`config.mk`:
```
export PLATFORM = sky130hd
export DESIGN_NAME = led_status_ctrl
export DESIGN_NICKNAME = d
export VERILOG_FILES = /design/src/rtl/led_pkg.sv /design/src/rtl/led_pulse_stretch.sv /design/src/rtl/led_status_ctrl.sv
export SDC_FILE = /design/constraint.sdc
export NUM_CORES = 1
export LEC_CHECK = 0
export ABC_AREA = 1
export BUFFER_PORTS_ARGS = -buffer_cell sky130_fd_sc_hd__buf_2
export CAP_MARGIN = 25
export CORE_ASPECT_RATIO = 0.7
export CORE_UTILIZATION = 54
export CTS_CLUSTER_DIAMETER = 40
export DETAILED_ROUTE_END_ITERATION = 8
export PLACE_DENSITY_LB_ADDON = 0.08
export SYNTH_ARGS = -nofsm -noshare
export SYNTH_HDL_FRONTEND = slang
export SYNTH_SLANG_ARGS = --single-unit
```
`constraint.sdc`:
```
create_clock -name clk -period 1.55 [get_ports clk]
set_input_delay 0 -clock clk [delete_from_list [all_inputs] [get_ports clk]]
set_output_delay 0 -clock clk [all_outputs]
set_load 0.01 [all_outputs]
```
`src/rtl/led_pkg.sv`:
```
// Shared constants and types for board status-LED blocks.
// No ports; imported by led_status_ctrl and led_pulse_stretch.
package led_pkg;

  localparam int LED_STATE_W_DEF       = 4;
  localparam int LED_TICK_DIV_DEF      = 100000;  // 1 ms tick at 100 MHz
  localparam int LED_PWM_W_DEF         = 4;
  localparam int LED_BLINK_TICKS_DEF   = 250;
  localparam int LED_STRETCH_TICKS_DEF = 50;

  typedef enum logic {
    BLINK_DARK = 1'b0,
    BLINK_LIT  = 1'b1
  } blink_phase_t;

  // Width of a counter holding 0..n-1; at least one bit so n=1 still builds.
  function automatic int cnt_width(input int n);
    return (n > 1) ? $clog2(n) : 1;
  endfunction

endpackage

```
`src/rtl/led_pulse_stretch.sv`:
```
// Retriggerable pulse stretcher for activity LEDs.
// Ports:
//   clk, rst  - clock and synchronous active-high reset
//   trig      - strobe or level; reloads the hold time while high
//   tick      - prescaler pulse; the hold time is counted in ticks
//   active    - registered LED drive: trig or hold time remaining
module led_pulse_stretch
  import led_pkg::*;
#(
  parameter int TICKS = LED_STRETCH_TICKS_DEF
) (
  input  logic clk,
  input  logic rst,
  input  logic trig,
  input  logic tick,
  output logic active
);

  localparam int CNT_W = $clog2(TICKS + 1);
  localparam logic [CNT_W-1:0] LOAD = CNT_W'(TICKS);

  logic [CNT_W-1:0] cnt;

  always_ff @(posedge clk) begin
    if (rst) begin
      cnt    <= '0;
      active <= 1'b0;
    end else begin
      active <= trig | (cnt != '0);
      // A retrigger takes priority over a tick landing in the same cycle.
      if (trig) begin
        cnt <= LOAD;
      end else if (tick && (cnt != '0)) begin
        cnt <= cnt - CNT_W'(1);
      end
    end
  end

endmodule

```
`src/rtl/led_status_ctrl.sv`:
```
// Status-LED controller: shows the bridge FSM state code on a bank of
// PWM-dimmed LEDs, blinks the whole bank while err is high, and stretches
// data_ready strobes onto a visible activity LED.
// Ports:
//   clk, rst    - clock and synchronous active-high reset
//   state       - FSM state code, shown in binary
//   data_ready  - data-received strobe or level
//   err         - error level; selects blink mode
//   brightness  - PWM duty for the state LEDs, 0 = dark
//   state_leds  - registered state LED drive
//   data_led    - registered activity LED drive (not dimmed)
//
// Blink phase:
//   state      | meaning
//   BLINK_LIT  | bank lit (PWM-gated); held here while err is low
//   BLINK_DARK | bank dark
module led_status_ctrl
  import led_pkg::*;
#(
  parameter int STATE_W       = LED_STATE_W_DEF,
  parameter int TICK_DIV      = LED_TICK_DIV_DEF,
  parameter int BLINK_TICKS   = LED_BLINK_TICKS_DEF,
  parameter int STRETCH_TICKS = LED_STRETCH_TICKS_DEF,
  parameter int PWM_W         = LED_PWM_W_DEF
) (
  input  logic               clk,
  input  logic               rst,
  input  logic [STATE_W-1:0] state,
  input  logic               data_ready,
  input  logic               err,
  input  logic [PWM_W-1:0]   brightness,
  output logic [STATE_W-1:0] state_leds,
  output logic               data_led
);

  localparam int TICK_W  = cnt_width(TICK_DIV);
  localparam int BLINK_W = cnt_width(BLINK_TICKS);
  localparam logic [TICK_W-1:0]  TICK_LAST  = TICK_W'(TICK_DIV - 1);
  localparam logic [BLINK_W-1:0] BLINK_LAST = BLINK_W'(BLINK_TICKS - 1);

  logic [TICK_W-1:0]  tick_cnt;
  logic               tick;
  logic [PWM_W-1:0]   pwm_cnt;
  logic               pwm_on;
  logic [BLINK_W-1:0] blink_cnt, blink_cnt_nxt;
  blink_phase_t       blink_phase, blink_phase_nxt;
  logic [STATE_W-1:0] state_leds_nxt;

  assign tick   = (tick_cnt == TICK_LAST);
  // Strict compare: the top code is never fully on.
  assign pwm_on = (pwm_cnt < brightness);

  always_ff @(posedge clk) begin
    if (rst) begin
      tick_cnt <= '0;
      pwm_cnt  <= '0;
    end else begin
      tick_cnt <= tick ? '0 : tick_cnt + TICK_W'(1);
      pwm_cnt  <= pwm_cnt + PWM_W'(1);
    end
  end

  always_ff @(posedge clk) begin
    if (rst) begin
      blink_cnt   <= '0;
      blink_phase <= BLINK_LIT;
      state_leds  <= '0;
    end else begin
      blink_cnt   <= blink_cnt_nxt;
      blink_phase <= blink_phase_nxt;
      state_leds  <= state_leds_nxt;
    end
  end

  always_comb begin
    blink_cnt_nxt   = blink_cnt;
    blink_phase_nxt = blink_phase;
    state_leds_nxt  = state & {STATE_W{pwm_on}};
    if (!err) begin
      // Parked lit so every error episode opens with a lit phase.
      blink_cnt_nxt   = '0;
      blink_phase_nxt = BLINK_LIT;
    end else begin
      state_leds_nxt = {STATE_W{(blink_phase == BLINK_LIT) && pwm_on}};
      if (tick) begin
        if (blink_cnt == BLINK_LAST) begin
          blink_cnt_nxt   = '0;
          blink_phase_nxt = (blink_phase == BLINK_LIT) ? BLINK_DARK : BLINK_LIT;
        end else begin
          blink_cnt_nxt = blink_cnt + BLINK_W'(1);
        end
      end
    end
  end

  led_pulse_stretch #(
    .TICKS (STRETCH_TICKS)
  ) u_data_stretch (
    .clk    (clk),
    .rst    (rst),
    .trig   (data_ready),
    .tick   (tick),
    .active (data_led)
  );

endmodule

```
==> run metrics, run 1 <==
status finished, final reports clean; Slew headroom between 60% and 70%; sequential fraction of design power 55.8%; sequential element share of the synthesized area around 37%; syn_nets ~340; Clk pwr share a little over a third; Layout Cells excl Fill about 410; GP Congestion between 0.8 and 0.9; Post-DP HPWL about 3200 µm; total congestion overflow 0; CTS tree done; Syn Inst Count 322; skew final 0.006839 ns; fraction of layout cells with a size suffix above 1 19.67%; Core Area a little under 4000 µm²; Total Routing Usage GR a little under a quarter; Tightest Pin Transition ~0.48 ns; CTS Buf Count 5; DRT Pass-1 Iters 4; Hold Path Depth 2; Static Leak around 1.1 nW; r2r endpoint tick_cnt[14]$_SDFF_PP0_; Site Rows 19; Mapped Area approximately 2200 µm²; Root Buffer clkbuf_8; final wirelength 4507 µm; Critical Path Fanout Max 5; Synth Area in Compound Gates under 10%; Synth top area share between 30 and 40%; Worst EP required about 1.8 ns; worst vdd ir 664.6 µV; clk buf depth 2; Yosys warnings 0; Commonest cells post-synth nand2_1 (80), inv_1 (44), nor2_1 (44), dfxtp_1 (41), nand3_1 (20); total power 1.980 mW; distinct cell type count after synthesis 30; Comb power frac a little under a tenth; HP Start rst; via count slightly above 2000; worst setup path class reg2reg; worst skew pair latency roughly 0.3 ns; Die X-Extent ~79 µm; First DRT Iteration DRCs roughly 130; Peak Freq approximately 680 MHz; Tcrit/Tclk final between 90% and 100%; Post-Synth XOR/XNOR Area about 5.5%; number of H-tree levels 2; final hold vios 0; ant diodes 0; CP endpoint kind flop; placed cell count roughly 400; adder-cell share of the synthesized area around 4.5%; worst hold slack about 0.022 ns; mux share of post-synthesis cell area 0%; Sw Share a little under a quarter; HP Class in2reg; unrepaired setup endpoints after global routing true; end of the worst hold path pwm_cnt[1]$_SDFF_PP0_; largest family of logic cells by synthesized area simple AND/OR/NAND/NOR gates; nets about 380; FF-to-FF path depth 8; Int Pwr between 1.5 and 2 mW; final-layout fill cell count 381; Synth area leaders dfxtp_1 (37%), nand2_1 (13%), inv_1 (7.3%), nor2_1 (7.3%), ha_1 (4.5%); die area approximately 4400 µm²; Final min period roughly 1.5 ns; Ports 17; Arr. time, crit path between 1.5 and 2 ns; post-synthesis simple-gate area fraction between 30% and 40%; most numerous cell in the Yosys netlist nand2_1; Vias/cell 4.971; R2R Setup Slk around 0.075 ns; I/O Buffers 16; Post-synth ARST share 0%; Mapped Avg Cell Area between 6 and 7 µm²; vias in the first global route roughly 1800; Reg clk slew, reported paths around 0.07 ns; Area Overhead vs Synth 18.15%; Avg WL per Cell ~11 µm; global-route wire length before repair around 8000 µm; MaxCap Viol Count 0; # DRC 0; largest net degree at the start of global routing 13; Pwr Density approximately 750 nW/µm²; initial antenna violation count 0; number of flops mapped to enable cells by yosys 0; ys flop type dfxtp_1; Slew Limit Fails 0; CP Launch Type flop; clock sink total 41; Die Ht between 50 and 60 µm; Routed Antenna Nets 0; Crit Reg-Reg Startpoint tick_cnt[1]$_SDFF_PP0_; Synth area leader dfxtp_1; Switch Pwr between 0.4 and 0.5 mW; Starting Density roughly 57%; endpoints failing setup 0; register bit total from synthesis 41; final setup TNS 0 ns
==> cells in the final DEF, fill, tap and decap left out, types with 4 or more instances in the layout <==
| cell | count |
|---|---|
| nand4_1 | 10 |
| a211oi_1 | 4 |
| nand2_1 | 77 |
| nand3_1 | 20 |
| ha_1 | 7 |
| nor3_1 | 6 |
| o21ai_0 | 4 |
| dfxtp_2 | 5 |
| nor2_2 | 12 |
| inv_1 | 44 |
| clkbuf_8 | 6 |
| buf_4 | 12 |
| nor2_1 | 43 |
| a21oi_1 | 13 |
| dfxtp_1 | 36 |
| buf_2 | 16 |
| dlygate4sd3_1 | 5 |
| xor2_1 | 11 |
| nand2_2 | 5 |
==> flip-flops by register name (all words and copies together) (netlist names) <==
signal	flops
tick_cnt	17
blink_cnt	8
state_leds	4
u_data_stretch.cnt	6
blink_phase	1
pwm_cnt	4
u_data_stretch.active	1
==> per-layer routing <==
layer	vias to the layer above	wire length [µm]	global-route usage (%)
met1	908	2310	34.77
met3	8	229	5.410
li1	1096	-	-
met2	41	1894	31.53
met5	-	0	0
met4	0	73	9.351
==> per-stage QoR <==
stage	setup slack, ns	utilization [%]	instance area (µm²)
after floorplan	0.1174	-	2247
after global placement	0.07571	62.49	2466
after detailed placement	0.05580	62.49	2466
after CTS	0.04860	65.95	2603
after global routing	-0.06231	67.28	2655
final	0.07530	67.28	2655
==> critical path, cell delays in order, from the launching register on <==
cell,delay (ns)
dfxtp_2,0.36
ha_4,0.15
nand2_4,0.05
nor2_4,0.18
buf_6,0.13
nand4_1,0.16
nor2_1,0.15
nor2_1,0.06
nor3_1,0.16
==> worst max path at each step <==
stage                                 startpoint                 endpoint  depth (start not counted)
after floorplan           tick_cnt[0]$_SDFF_PP0_   tick_cnt[4]$_SDFF_PP0_                          9
after global placement    tick_cnt[0]$_SDFF_PP0_  tick_cnt[16]$_SDFF_PP0_                          9
after detailed placement  tick_cnt[0]$_SDFF_PP0_  tick_cnt[16]$_SDFF_PP0_                          9
after CTS                 tick_cnt[0]$_SDFF_PP0_  tick_cnt[16]$_SDFF_PP0_                          9
after global routing      tick_cnt[1]$_SDFF_PP0_  tick_cnt[14]$_SDFF_PP0_                          8
final                     tick_cnt[1]$_SDFF_PP0_  tick_cnt[14]$_SDFF_PP0_                          8
==> power groups by stage <==
stage,logic [mW],clock network [mW],registers (mW)
after detailed placement,0.161,0,1.12
after CTS,0.172,0.723,1.10
final,0.180,0.696,1.10
after global placement,0.160,0,1.12
after global routing,0.205,0.769,1.11
after floorplan,0.102,0,1.13
==> layout make-up <==
cell class | instances | area (µm²) | area share [%]
Clock buffer | 7 | 86.33 | 3.252
Sequential cell | 41 | 827.0 | 31.15
Inverter | 46 | 172.7 | 6.503
Timing Repair Buffer | 35 | 251.5 | 9.472
Multi-Input combinational cell | 232 | 1252 | 47.17
Tap cell | 52 | 65.06 | 2.451
==> cells by family after synthesis <==
family	count (synthesis)
DFF	41
adders and majority gates	8
and+or+nand+nor	186
xor gates and xnor gates	14
buffers and inverters	49
AOI/OAI and AO/OA	24
==> timing repair <==
item | in CTS | in global routing
hold endpoints to repair | 5 | 0
gates resized for setup | 0 | 13
hold buffers | 5 | 0
setup endpoints to repair | 0 | 29
setup buffers | 0 | 2
(Power assumes the default switching activity.)
==> run 2: changes to the inputs <==
--- a/config.mk
+++ b/config.mk
@@ -9,7 +9,7 @@
 export BUFFER_PORTS_ARGS = -buffer_cell sky130_fd_sc_hd__buf_2
 export CAP_MARGIN = 25
 export CORE_ASPECT_RATIO = 0.7
-export CORE_UTILIZATION = 54
+export CORE_UTILIZATION = 64
 export CTS_CLUSTER_DIAMETER = 40
 export DETAILED_ROUTE_END_ITERATION = 8
 export PLACE_DENSITY_LB_ADDON = 0.08
==> constraint.sdc (replaced) <==
create_clock -name clk -period 1.9 [get_ports clk]
set_input_delay 0 -clock clk [delete_from_list [all_inputs] [get_ports clk]]
set_output_delay 0 -clock clk [all_outputs]
set_load 0.01 [all_outputs]
==> run 2 against run 1 <==
Against the previous run:
- cell area down 6.1%
- worst setup slack improved by 0.13 ns
- wire length down 1.7%
- count of clock-buffer cells in the layout unchanged
- sequential share of layout area grew 1.8 points
- sequential cell count did not move
- clock power fell by 18%
- largest cell class unchanged
- largest power group unchanged
==> run metrics, run 2 (same netlist as run 1, synthesis figures left out) <==
Critical Path Fanout Max 16 (+11); R2R Setup Slk 0.21 ns (+0.13 ns); Final min period 1.693 ns (+0.2182 ns); worst skew pair latency 0.30 ns (about the same); global-route wire length before repair 7424 µm (-6.1%); vias in the first global route 1640 (-7.1%); Area Overhead vs Synth 10.97%; Routed Antenna Nets 0 (unchanged); Crit Reg-Reg Startpoint tick_cnt[0]$_SDFF_PP0_; First DRT Iteration DRCs 160 (+19%); clock sink total 41 (unchanged); Root Buffer clkbuf_8; hold_buf cts 5 (unchanged); nets 367 (-3.7%); status finished, final reports clean; Post-DP HPWL 3237 µm (-0.36%); die area 3756 µm² (-15%); largest net degree at the start of global routing 17 (+4); worst vdd ir 685.0 µV (+3.1%); worst hold slack 0.01496 ns (-0.007505 ns); I/O Buffers 16 (unchanged); commonest non-fill, non-tap cell in the layout nand2_1; final hold vios 0 (unchanged); CTS Buf Count 5 (unchanged); Ports 17 (unchanged); Finished Cell Area 2494 µm² (-6.1%); worst setup path startpoint tick_cnt[0]$_SDFF_PP0_; # DRC 0 (unchanged); Avg WL per Cell 11.24 µm (+3.0%); Peak Freq 590.7 MHz (-13%); number of H-tree levels 2 (unchanged); r2r endpoint tick_cnt[16]$_SDFF_PP0_; total congestion overflow 0 (unchanged); final wirelength 4429 µm (-1.7%); Die X-Extent 72.83 µm (-7.9%); Slew Limit Fails 0 (unchanged); Reg clk slew, reported paths 0.07 ns (about the same); met2 routed WL 1893 µm (about the same); skew final 0.006002 ns (-0.0008379 ns); via count 1975 (-3.8%); Slew headroom 67.61% (+0.13 points); CTS resizes 0 (unchanged); max layer used met4; most frequent cells in the layout nand2_1 (80), inv_1 (44), nor2_1 (44); Pwr Density 640.9 nW/µm² (-14%); max FFs per register 17 (unchanged); initial antenna violation count 0 (unchanged); Static Leak 1.053 nW (-8.2%); Total Routing Usage GR 26.41% (+3.2 points); DRT Pass-1 Iters 4 (unchanged); Site Rows 17 (-2); Vias/cell 5.013 (+0.84%); HP Class in2reg; Arr. time, crit path 1.89 ns (+0.19 ns); setup bufs post-CTS 0 (unchanged); FF-to-FF path depth 10 (+2); GP Congestion 0.8412 (-1.2%); Critical Path Sink tick_cnt[16]$_SDFF_PP0_; MaxCap Viol Count 0 (unchanged); Top reg by flops tick_cnt; Core Area 3254 µm² (-18%); CP endpoint kind flop; Placed Area 2357 µm² (-4.4%); top flop regs tick_cnt (17), blink_cnt (8), u_data_stretch.cnt (6); final setup TNS 0 ns (unchanged); Worst EP required 2.10 ns (+0.32 ns); wire length on met1 2287 µm (-1.0%); Tcrit/Tclk final 89.10% (-6.0 points); CTS tree done; fraction of layout cells with a size suffix above 1 13.54% (-6.1 points); Tightest Pin Transition 0.4807 ns (-0.001942 ns); Starting Density 69.05% (+12 points); routed wl met3 194 µm (-15%); worst setup path class reg2reg; CP Launch Type flop; Die Ht 51.58 µm (-7.9%); unrepaired setup endpoints after global routing false; clk buf depth 2 (unchanged); endpoints failing setup 0 (unchanged); ant diodes 0 (unchanged)
-- run 2: how the worst min path moves through the flow --
stage	slack, ns	start	cells past startpoint	to
after floorplan	0.14	rst	2	blink_phase$_SDFFE_PP1P_
after global placement	0.26	state[0]	3	state_leds[0]$_SDFF_PP0_
after detailed placement	0.27	state[0]	3	state_leds[0]$_SDFF_PP0_
after CTS	0.01	rst	2	pwm_cnt[0]$_SDFF_PP0_
after global routing	0.03	rst	2	pwm_cnt[2]$_SDFF_PP0_
final	0.01	rst	2	pwm_cnt[0]$_SDFF_PP0_
-- run 2: critical path, stage by stage, from the launching register on --
cell,delay (ns)
dfxtp_1,0.37
ha_1,0.18
nand2_1,0.09
nor2_4,0.22
nand2_2,0.10
nor2_4,0.11
nand2_2,0.09
nand2_4,0.22
inv_1,0.08
nand3_1,0.09
inv_1,0.04
-- run 2: report_power, final --
group / switching (mW) / internal [mW] / leakage (nW)
Clock: 0.281 / 0.288 / 0.0443
Combinational: 0.0772 / 0.0536 / 0.674
Sequential: 0.0146 / 0.884 / 0.334
Total: 0.373 / 1.23 / 1.05
-- run 2: per-stage QoR --
step                      setup WS, ns  power, mW  instances  utilization (%)
after global routing           0.05164      1.668        394            76.62
final                           0.2071      1.598        394            76.62
after CTS                       0.1926      1.609        394            76.62
after global placement          0.2664      1.035        382            72.43
after floorplan                 0.4674      1.003        322                -
after detailed placement        0.1992      1.039        382            72.43
-- run 2: layer usage --
layer,vias up,global-route usage [%]
met1,869,38.25
li1,1067,-
met4,0,7.843
met5,-,0
met2,33,37.85
met3,6,7.558
-- run 2: cell type report --
type / instances / area (µm²)
Tap cell: 47 / 58.81
Fill cell: 262 / 760.7
Multi-Input combinational cell: 232 / 1225
Clock buffer: 7 / 86.33
Inverter: 46 / 172.7
Timing Repair Buffer: 21 / 130.1
Sequential cell: 41 / 820.8
==> run 3: changes to the inputs <==
--- a/config.mk
+++ b/config.mk
@@ -15,4 +15,5 @@
 export PLACE_DENSITY_LB_ADDON = 0.08
 export SYNTH_ARGS = -nofsm -noshare
 export SYNTH_HDL_FRONTEND = slang
+export SYNTH_HIERARCHICAL = 1
 export SYNTH_SLANG_ARGS = --single-unit
==> run 3 against run 2 <==
Against the previous run:
- sequential cell count stayed put
- wire length is 2.3% higher
- largest cell class unchanged
- worst setup slack better by 0.045 ns
- die area is 0.81% higher
- count of clock-buffer cells in the layout stayed put
- hold slack better by 0.017 ns
- clock power is 0.7% higher
- non-clock buffer count is 2 higher
- first-iteration DRC count is 19% lower
- cell area is 1.5% higher
- global-route usage is 0.91 points higher
- synthesized area is 0.84% higher
- largest power group unchanged
==> run metrics, run 3 <==
status finished, final reports clean; top flop regs tick_cnt (17), blink_cnt (8), u_data_stretch/cnt (6); fin worst setup slack 0.2523 ns (+0.04523 ns); Tcrit/Tclk final 86.72% (-2.4 points); met1 Use GR 39.13% (+0.88 points); endpoints failing setup 0 (unchanged); global-route wire length before repair 7693 µm (+3.6%); Slew headroom 75.06% (+7.4 points); Post-DP HPWL 3294 µm (+1.8%); Total Routing Usage GR 27.32% (+0.91 points); CTS Buf Count 5 (unchanged); Slew Limit Fails 0 (unchanged); via count 2025 (+2.5%); Arr. time, crit path 1.84 ns (-0.05 ns); fraction of layout cells with a size suffix above 1 16.57% (+3.0 points); Core Area 3254 µm² (unchanged); clk buf depth 2 (unchanged); most numerous cell in the Yosys netlist nand2_1; Static Leak 1.040 nW (-1.2%); Ports 17 (unchanged); worst-path cell chain ha_1, nand2_2, nor2_2, nand3_1, nor2_4, nand2_4, nand2_1, nand2_1, o21ai_0, inv_1; Reg clk slew, reported paths 0.07 ns (about the same); Starting Density 69.63% (+0.58 points); Syn Inst Count 329 (+2.2%); register bit total from synthesis 41 (unchanged); unrepaired setup endpoints after global routing false; Synth area leader dfxtp_1; largest net degree at the start of global routing 16 (-1); Site Rows 17 (unchanged); Area Overhead vs Synth 11.71%; clock sink total 41 (unchanged); # DRC 0 (unchanged); worst vdd ir 530.2 µV (-23%); Synth top area share 36.22% (-0.30 points); max FFs per register 17 (unchanged); I/O Buffers 16 (unchanged); Synth area leaders dfxtp_1 (36%), nand2_1 (13%), inv_1 (7.6%), nor2_1 (7.1%), nand3_1 (4.9%); Hold Path Depth 2 (unchanged); total congestion overflow 0 (unchanged); met2 usage 40.28% (+2.4 points); number of flops mapped to enable cells by yosys 0 (unchanged); vias in the first global route 1729 (+5.4%); CTS tree done; Root Buffer clkbuf_8; Peak Freq 606.9 MHz (+2.7%); Commonest cells post-synth nand2_1 (79), inv_1 (46), nor2_1 (43), dfxtp_1 (41), nand3_1 (22); First DRT Iteration DRCs 129 (-19%); Routed Antenna Nets 0 (unchanged); end of the worst hold path pwm_cnt[0]$_SDFF_PP0_; met3 usage 7.558% (unchanged); initial antenna violation count 0 (unchanged); ant diodes 0 (unchanged); Vias/cell 5.025 (+0.24%); Die X-Extent 73.12 µm (+0.41%); Post-synth ARST share 0% (unchanged); Critical Path Fanout Max 8 (-8); Mapped Avg Cell Area 6.887 µm² (-1.3%); final hold vios 0 (unchanged); Pwr Density 635.6 nW/µm² (-0.82%); Top reg by flops tick_cnt; final setup TNS 0 ns (unchanged); HP Class in2reg; Top delay family on crit path simple AND/OR/NAND/NOR gates; CP max-delay cell dfxtp_1; final wirelength 4532 µm (+2.3%); Worst EP required 2.09 ns (about the same); Yosys warnings 6 (+6); Worst path most repeated cell nand2_1; DP Worst Slack 0.1635 ns (-0.03563 ns); Bufs and invs on worst path 1 (-1); Mapped Area 2266 µm² (+0.84%); nets 376 (+2.5%); R2R Setup Slk 0.25 ns (+0.05 ns); Critical Path Max Stage Delay 0.36 ns (about the same); FF-to-FF path depth 10 (unchanged); GP Congestion 0.9048 (+7.6%); MaxCap Viol Count 0 (unchanged); Die Ht 51.79 µm (+0.41%); sequential element share of the synthesized area 36.22% (-0.30 points); ys flop type dfxtp_1; most frequent cells in the layout nand2_1 (79), inv_1 (46), nor2_1 (42); worst setup path class reg2reg; commonest non-fill, non-tap cell in the layout nand2_1; HP Start rst; r2r endpoint u_data_stretch/cnt[1]$_SDFFE_PP0P_; CP endpoint kind flop; number of H-tree levels 2 (unchanged); syn_nets 349 (+2.0%); CP Launch Type flop; GR peak layer met2; final-layout fill cell count 244 (-6.9%); Crit Reg-Reg Startpoint tick_cnt[1]$_SDFF_PP0_; Tightest Pin Transition 0.3712 ns (-0.1095 ns); Final min period 1.648 ns (-0.04523 ns); worst hold slack 0.03186 ns (+0.01690 ns); worst skew pair latency 0.29 ns (about the same); die area 3787 µm² (+0.81%); skew final 0.004246 ns (-0.001756 ns); DRT Pass-1 Iters 4 (unchanged); distinct cell type count after synthesis 28 (-6.7%); Avg WL per Cell 11.25 µm (about the same)
[run 3: cell count changes after synthesis, moves of 2 or more]
cell / before / now
xor2_1: 11 / 5
a21oi_2: 0 / 5
o21ai_0: 4 / 9
a211oi_1: 4 / 0
a21oi_1: 13 / 16
inv_1: 44 / 46
inv_2: 2 / 4
nand3_1: 20 / 22
[run 3: through the flow]
stage	instance area (µm²)	total power, mW	util [%]	cells
detailed placement	2384	1.041	73.24	390
global route	2531	1.674	77.78	403
finish	2531	1.609	77.78	403
global placement	2384	1.038	73.24	390
floorplan	2266	1.005	-	329
CTS	2520	1.613	77.43	402
[run 3: worst reg2reg max path, delay by kind of cell (launching register included)]
family	cells	cell delay, ns
AOI/OAI and AO/OA	1	0.13
adders and majority gates	1	0.19
buffers and inverters	1	0.05
DFF	1	0.36
and+or+nand+nor	7	0.82
[run 3: worst max-delay path by stage]
stage | start | to | depth (start not counted)
2_1_floorplan | tick_cnt[0]$_SDFF_PP0_ | u_data_stretch/cnt[1]$_SDFFE_PP0P_ | 10
3_3_place_gp | tick_cnt[0]$_SDFF_PP0_ | u_data_stretch/cnt[1]$_SDFFE_PP0P_ | 10
3_5_place_dp | tick_cnt[0]$_SDFF_PP0_ | u_data_stretch/cnt[1]$_SDFFE_PP0P_ | 10
4_1_cts | tick_cnt[0]$_SDFF_PP0_ | u_data_stretch/cnt[1]$_SDFFE_PP0P_ | 10
5_1_grt | tick_cnt[1]$_SDFF_PP0_ | u_data_stretch/cnt[1]$_SDFFE_PP0P_ | 10
6_report | tick_cnt[1]$_SDFF_PP0_ | u_data_stretch/cnt[1]$_SDFFE_PP0P_ | 10
[run 3: repair_timing]
item | in CTS | in global routing
hold buffers | 5 | 0
setup endpoints to repair | 0 | 4
resized for setup | 0 | 2
setup buffers | 0 | 1
hold endpoints to repair | 7 | 0
[run 3: logic make-up after synthesis]
family,count (synthesis),share of synthesized area (%)
AOI/OAI and AO/OA,32,8.006
xor gates and xnor gates,7,2.706
adders and majority gates,8,4.418
buffers and inverters,55,9.994
DFF,41,36.22
and+or+nand+nor,186,38.65
[run 3: layout make-up]
| cell class | count | area, µm² | share of cell area (%) |
|---|---|---|---|
| flip-flops and latches | 41 | 822.0 | 32.48 |
| repair buffers | 23 | 145.1 | 5.734 |
| clock buffers | 7 | 86.33 | 3.411 |
| inverters | 52 | 197.7 | 7.810 |
| multi-input cells | 233 | 1221 | 48.25 |
| well taps | 47 | 58.81 | 2.323 |
[run 3: power by group]
part	internal, mW	switching (mW)	total, mW
logic	0.0552	0.0791	0.134
clock network	0.288	0.285	0.573
registers	0.884	0.0172	0.901
[run 3: layer usage]
layer  vias up  share of wire [%]
met5         -                  0
met3         7                6.1
met1       869                 53
met2        54                 40
met4         0                1.2
li1       1095                  -
